--- src/rtl/core_mul_unit.sv ---
// Iterative 32x32 -> low-32 multiplier, one multiplier byte per cycle.
// Holds the result for writeback and masks its destination register meanwhile.
module core_mul_unit (
   input  logic        clk,
   input  logic        rst_n,
   input  logic        start_mul,
   input  logic [3:0]  dec_single,        // rd field of the decoded instruction
   input  logic [31:0] single_rd_value_a,
   input  logic [31:0] single_rd_value_b,
   input  logic        flush,
   input  logic        wb_ready,
   output logic        mul_busy,
   output logic [15:0] mask_mul,
   output logic        wb_valid,
   output logic [3:0]  wb_rd,
   output logic [31:0] wb_value
);

   localparam logic [1:0] S_IDLE = 2'd0;
   localparam logic [1:0] S_MUL  = 2'd1;
   localparam logic [1:0] S_DONE = 2'd2;

   logic [1:0]  r_state;
   logic [1:0]  r_step;
   logic [31:0] r_a;
   logic [31:0] r_b;
   logic [31:0] r_acc;
   logic [3:0]  r_rd;
   logic        w_accept;
   logic [31:0] w_partial;

   // A times one byte of B, aligned to that byte's weight; bits above 31 drop out.
   function automatic logic [31:0] f_partial(input logic [31:0] a,
                                             input logic [31:0] b,
                                             input logic [1:0]  step);
      logic [31:0] b_sh;
      logic [31:0] prod;
      b_sh = b >> {step, 3'b000};
      prod = a * {24'd0, b_sh[7:0]};
      return prod << {step, 3'b000};
   endfunction

   assign mul_busy  = (r_state == S_MUL) || ((r_state == S_DONE) && !wb_ready);
   assign w_accept  = start_mul && !flush && !mul_busy;
   assign w_partial = f_partial(r_a, r_b, r_step);

   assign wb_valid = (r_state == S_DONE);
   assign wb_value = r_acc;
   assign wb_rd    = r_rd;
   assign mask_mul = ((r_state == S_MUL) || (r_state == S_DONE)) ? (16'd1 << r_rd) : 16'd0;

   always_ff @(posedge clk or negedge rst_n) begin
      if (!rst_n) begin
         r_state <= S_IDLE;
         r_step  <= 2'd0;
         r_acc   <= 32'd0;
         r_rd    <= 4'd0;
         r_a     <= 32'd0;
         r_b     <= 32'd0;
      end else if (flush) begin
         r_state <= S_IDLE;
      end else if (w_accept) begin
         r_a     <= single_rd_value_a;
         r_b     <= single_rd_value_b;
         r_rd    <= dec_single;
         r_acc   <= 32'd0;
         r_step  <= 2'd0;
         r_state <= S_MUL;
      end else if (r_state == S_MUL) begin
         r_acc  <= r_acc + w_partial;
         r_step <= r_step + 2'd1;
         if (r_step == 2'd3) r_state <= S_DONE;
      end else if ((r_state == S_DONE) && wb_ready) begin
         r_state <= S_IDLE;
      end else if (r_state == 2'd3) begin
         r_state <= S_IDLE;
      end
   end

endmodule

--- config.mk ---
export PLATFORM = sky130hd
export DESIGN_NAME = core_mul_unit
export DESIGN_NICKNAME = d
export VERILOG_FILES = /design/src/rtl/core_mul_unit.sv
export SDC_FILE = /design/constraint.sdc
export NUM_CORES = 1
export LEC_CHECK = 0
export CORE_ASPECT_RATIO = 1.4
export CORE_MARGIN = 2
export CORE_UTILIZATION = 30
export CTS_CLUSTER_DIAMETER = 80
export DETAILED_ROUTE_END_ITERATION = 12
export GPL_TIMING_DRIVEN = 0
export PLACE_DENSITY = 0.45
export SETUP_SLACK_MARGIN = 0.02
export SLEW_MARGIN = 20
export SYNTH_ARGS = -nofsm -noshare
export SYNTH_HDL_FRONTEND = slang
export SYNTH_SLANG_ARGS = --single-unit
--- constraint.sdc ---
create_clock -name clk -period 8.31 [get_ports clk]
set_input_delay 1.662 -clock clk [delete_from_list [all_inputs] [get_ports clk]]
set_output_delay 1.662 -clock clk [all_outputs]
set_load 0.05 [all_outputs]
==> results of run 1 <==
## flip-flops by register name, summed over array words and instances, names as in the netlist
name      flops
r_a          32
r_b          32
r_state       2
r_step        2
wb_rd         4
wb_value     32
## metrics by stage
stage	setup WS [ps]	cells	TNS [ps]	instance area [um^2]
finish	166	2077	0	16000
global route	-224	2077	-252	16000
CTS	21.5	2050	0	15500
detailed placement	-1520	2016	-9120	14800
global placement	-1540	2015	-9760	14700
floorplan	383	1343	0	12800
## layer usage
layer,wire length [um],GRT usage,part of all wire
met1,16700,0.231,0.42
met2,21500,0.348,0.54
met3,692,0.0198,0.017
met4,828,0.0507,0.021
met5,0,0,0
## worst min-delay path by stage
stage	from	end	slack (ps)	cells past startpoint
floorplan	r_b[11]	r_b[11]	470	1
global placement	r_b[27]	r_b[27]	480	1
detailed placement	r_b[9]	r_b[9]	490	1
CTS	r_b[9]	r_b[9]	510	1
global route	r_b[12]	r_b[12]	520	1
finish	r_b[22]	r_b[22]	510	1
## cells in the mapped netlist, drive strengths merged, types with 3 or more instances
cell | number | area share
and3 | 11 | 0.0054
o21ai | 39 | 0.015
o32ai | 4 | 0.0027
a221oi | 3 | 0.0021
nor3b | 3 | 0.0018
a41oi | 3 | 0.0021
a211oi | 11 | 0.0065
nor2 | 49 | 0.014
a31oi | 3 | 0.0015
mux4 | 7 | 0.013
inv | 155 | 0.046
o21bai | 12 | 0.0070
mux2i | 12 | 0.0094
fa | 157 | 0.25
nand2b | 16 | 0.0078
o31ai | 4 | 0.0023
a21boi | 4 | 0.0023
nor3 | 20 | 0.0078
a31o | 3 | 0.0021
ha | 79 | 0.077
o21a | 7 | 0.0041
mux2 | 69 | 0.061
nor2b | 32 | 0.016
o22ai | 24 | 0.012
and2 | 146 | 0.071
or3 | 7 | 0.0034
a21o | 31 | 0.018
nand2 | 122 | 0.036
clkbuf | 44 | 0.013
xor2 | 13 | 0.0089
a21oi | 57 | 0.022
nand3 | 10 | 0.0039
buf | 9 | 0.0037
xnor2 | 44 | 0.031
dfrtp | 104 | 0.20
## cells by family after synthesis
family,share of synthesized area
mux,0.0831
simple gates,0.173
fa+ha+maj,0.323
flops,0.204
buf+inv,0.0622
compound gates,0.113
xor+xnor,0.0414
## timing repair
item                       4_1_cts  5_1_grt
gates cloned                     0        0
resized for setup               68       81
setup endpoints to repair       14        7
buffers inserted                19       27
pin swaps                       21       57
## area by class of cell
cell class / count / area share
multi-input combinational: 1031 / 0.615
tap: 546 / 0.0427
timing repair buffer: 173 / 0.105
inverter: 155 / 0.0364
sequential: 104 / 0.163
buffer: 52 / 0.0206
clock buffer: 9 / 0.0141
clock inverter: 7 / 0.00446
## placed cells by master, fill, tap and decap left out, drive strengths merged, types with 10 or more instances in the layout
cell type / instances
a21oi: 57
dfrtp: 104
clkdlybuf4s50: 125
xor2: 13
xnor2: 44
nand3: 10
fa: 157
mux2i: 12
nor2: 49
inv: 159
a211oi: 11
nand2: 122
nor2b: 32
o21bai: 12
buf: 65
o22ai: 24
mux2: 69
a21o: 31
ha: 79
and3: 11
and2: 146
nor3: 20
clkbuf: 44
nand2b: 16
o21ai: 39
==> results.ini, run 1 <==
[final_layout]
n_antenna_cell = 0
seqCellArea_mm2 = 0.00260
final_layout_size_suffix_gt1_frac = 0.155
layout.nets = 1835
fin_util = 0.380
multiInputGateArea_mm2 = 0.00983
fill_cells = 4318
area_growth_pct = 25.1

[place]
io_buffer_count = 126
gp_congestion = 0.888
hpwl_mm = 31.7

[timing]
fin_crit_ps = 8140
slew_viol_final = 0
rsz0062_at_grt = yes
fin_skew_ps = 11.6
post-route-period-util = 0.980
tightest_slew_ps = 1010
max_slew_margin = 0.321
fmax_mhz = 123
final_hold_viol_count = 0
setup_viol = 0
fin_hold_ws_ps = 508

[drt]
wl_per_cell_um = 19.1
drt-vias-per-instance = 4.85
drtIter0Drc = 429
route.detailed.drc = 0
routed_wl_mm = 39.7
ant_nets = 0
first_pass_iters = 4
num_vias = 10100

[min_path]
hp-class = reg2reg

[clocking]
cts.clk_slew.worst_paths_ps = 90
clock_latency_ps = 400
cts_buffers = 9
cts.sinks = 104
clockBufferDepth = 2
cts_tree = done
postCtsHoldBufs = 0
clock-root-buffer = clkbuf_16
htreeDepth = 3

[setup_path]
crit_slowest_cell = mux4_2
worstSetupStartpointType = register
worstSetupEndpointType = register
worstPathArrival_ps = 8470
regToRegStartpoint = r_step[0]
slowest_delay_ps = 660
crit_start = r_step[0]
cp.depth = 33
crit_required_ps = 8640
r2r-end = wb_value[31]
endpoint = wb_value[31]
ff2ff_path_depth = 33
crit_buf_inv = 7
cp_common_cell = fa_1
path_delay_family = adder cells
crit_type = reg2reg
cp_max_fo = 7
r2r_slack_ps = 170

[grt]
grt_pass1_wl_mm = 63.2
overflow = 0
track_usage = 0.188
grt_max_degree = 72
antenna_found_initial = 0
grt_pass1_vias = 10900

[logic_synthesis]
yosys_most_used_dff = dfrtp_1
synth_fp_nets = 1652
syn_area_mm2 = 0.0128
synth-seq-cells = 104
seq_area_frac_synth = 0.204
postSynth.asyncResetShare = 1.00
syn_avg_cell_area_um2 = 9.52
synth_cells = 1343
synth_cell_types = 65
yosys_warnings = 0
synth-edff-count = 0

[floorplan]
coreArea_mm2 = 0.0421
start_util = 0.304
io_pins = 127
die-area_mm2 = 0.0443
die_width_um = 178
die_y_um = 248
rows = 89

[status]
outcome = finished, final reports clean

[flow_run]
cap_violations = 0

Power of run 1 is left out: the tool's default activity adds up to more than one toggle a clock period on the data nets, which glitch-free logic cannot reach.
==> inputs of run 2 (changes only) <==
==> constraint.sdc (replaced) <==
create_clock -name clk -period 6.7 [get_ports clk]
set_input_delay 1.005 -clock clk [delete_from_list [all_inputs] [get_ports clk]]
set_output_delay 1.005 -clock clk [all_outputs]
set_load 0.05 [all_outputs]
==> results.ini, run 2 (synthesis results as in run 1) <==
[status]
outcome = finished, violations left
violations = setup timing

[drt]
dr_wl_met3_um = 930
drt-vias-per-instance = 4.87
num_vias = 10100
wl_per_cell_um = 19.6
first_pass_iters = 5
route.layer.met1.wl_mm = 16.7
dr.max_layer_used = met4
ant_nets = 0
drtIter0Drc = 436
wl_met2_mm = 22.3
routed_wl_mm = 40.8
route.detailed.drc = 0

[final_layout]
fill_cells = 4273
layout.nets = 1834
n_antenna_cell = 0
final_common_cell = fa_1
seqCellArea_mm2 = 0.00260
final_layout_size_suffix_gt1_frac = 0.178
mostFrequentLayoutCells = 156 x fa_1, 149 x inv_1, 142 x and2_1
multiInputGateArea_mm2 = 0.0101
area_growth_pct = 26.8

[min_path]
min_from = r_b[1]
hp-class = reg2reg

[floorplan]
die_y_um = 248
die_width_um = 178
io_pins = 127
start_util = 0.304
coreArea_mm2 = 0.0421
rows = 89
die-area_mm2 = 0.0443

[clocking]
cts_buffers = 9
cts.sinks = 104
clock-root-buffer = clkbuf_16
cts_tree = done
clockBufferDepth = 2
clock_latency_ps = 400
htreeDepth = 3
cts.clk_slew.worst_paths_ps = 90

[setup_path]
slowest_delay_ps = 540
regToRegStartpoint = r_step[0]
crit_type = reg2reg
worstSetupStartpointType = register
path_delay_family = compound AO/OA/AOI/OAI gates
crit_required_ps = 7020
crit_buf_inv = 7
worstPathArrival_ps = 8440
crit_start = r_step[0]
cp_common_cell = fa_1
worstSetupEndpointType = register
crit_slowest_cell = mux4_2
cp_max_fo = 9

[grt]
grt_max_degree = 57
overflow = 0
grt_pass1_wl_mm = 64.4
antenna_found_initial = 0
track_usage = 0.194
grt_pass1_vias = 11000

[place]
gp_congestion = 0.845
place_ws_ps = -1920
hpwl_mm = 32.2
io_buffer_count = 126

[timing]
max_slew_margin = 0.348
fin_skew_ps = 13.9
final_hold_viol_count = 0
fmax_mhz = 123
slew_viol_final = 0
fin_setup_tns_ps = -12990
fin_crit_ps = 8110
setup_ws_ps = -1410
post-route-period-util = 1.21
tightest_slew_ps = 977
setup_viol = 18
rsz0062_at_grt = yes

[flow_run]
cap_violations = 0

run 2: area by class of cell:
class	count	share of cell area
sequential	104	0.161
timing repair buffer	173	0.102
buffer	51	0.0204
inverter	155	0.0359
clock inverter	7	0.00525
multi-input combinational	1031	0.620
clock buffer	9	0.0139
tap	546	0.0422
run 2: path summary, 6_finish.rpt:
check	end	slack, ps	cells past startpoint
min reg2reg	r_b[1]	510	1
max reg2reg	wb_value[31]	-1410	33
max in group asynchronous	r_a[12]	5480	2
min	r_b[1]	510	1
max	wb_value[31]	-1410	33
min in group asynchronous	wb_rd[0]	540	1
run 2: metal layers:
metal  vias to the layer above  GRT usage
met4                         0     0.0569
li1                       4793          -
met5                         -          0
met1                      5143      0.230
met2                       135      0.367
met3                        41     0.0206
run 2: through the flow:
step / utilization / std cells / hold WS, ps / instance area, um^2
final: 0.385 / 2076 / 511 / 16200
after global routing: 0.385 / 2076 / 528 / 16200
after CTS: 0.376 / 2061 / 514 / 15800
after detailed placement: 0.356 / 2016 / 492 / 15000
after global placement: 0.356 / 2015 / 481 / 15000
after floorplan: - / 1343 / 472 / 13000
run 2: what timing repair did:
action	4_1_cts	5_1_grt
hold buffers	0	0
hold endpoints to repair	0	0
gates resized for setup	70	63
buffers inserted	29	16
pin swaps	28	45
gates cloned	1	0
endpoints found under the setup margin	21	22
Power of run 2 is left out for the same reason.
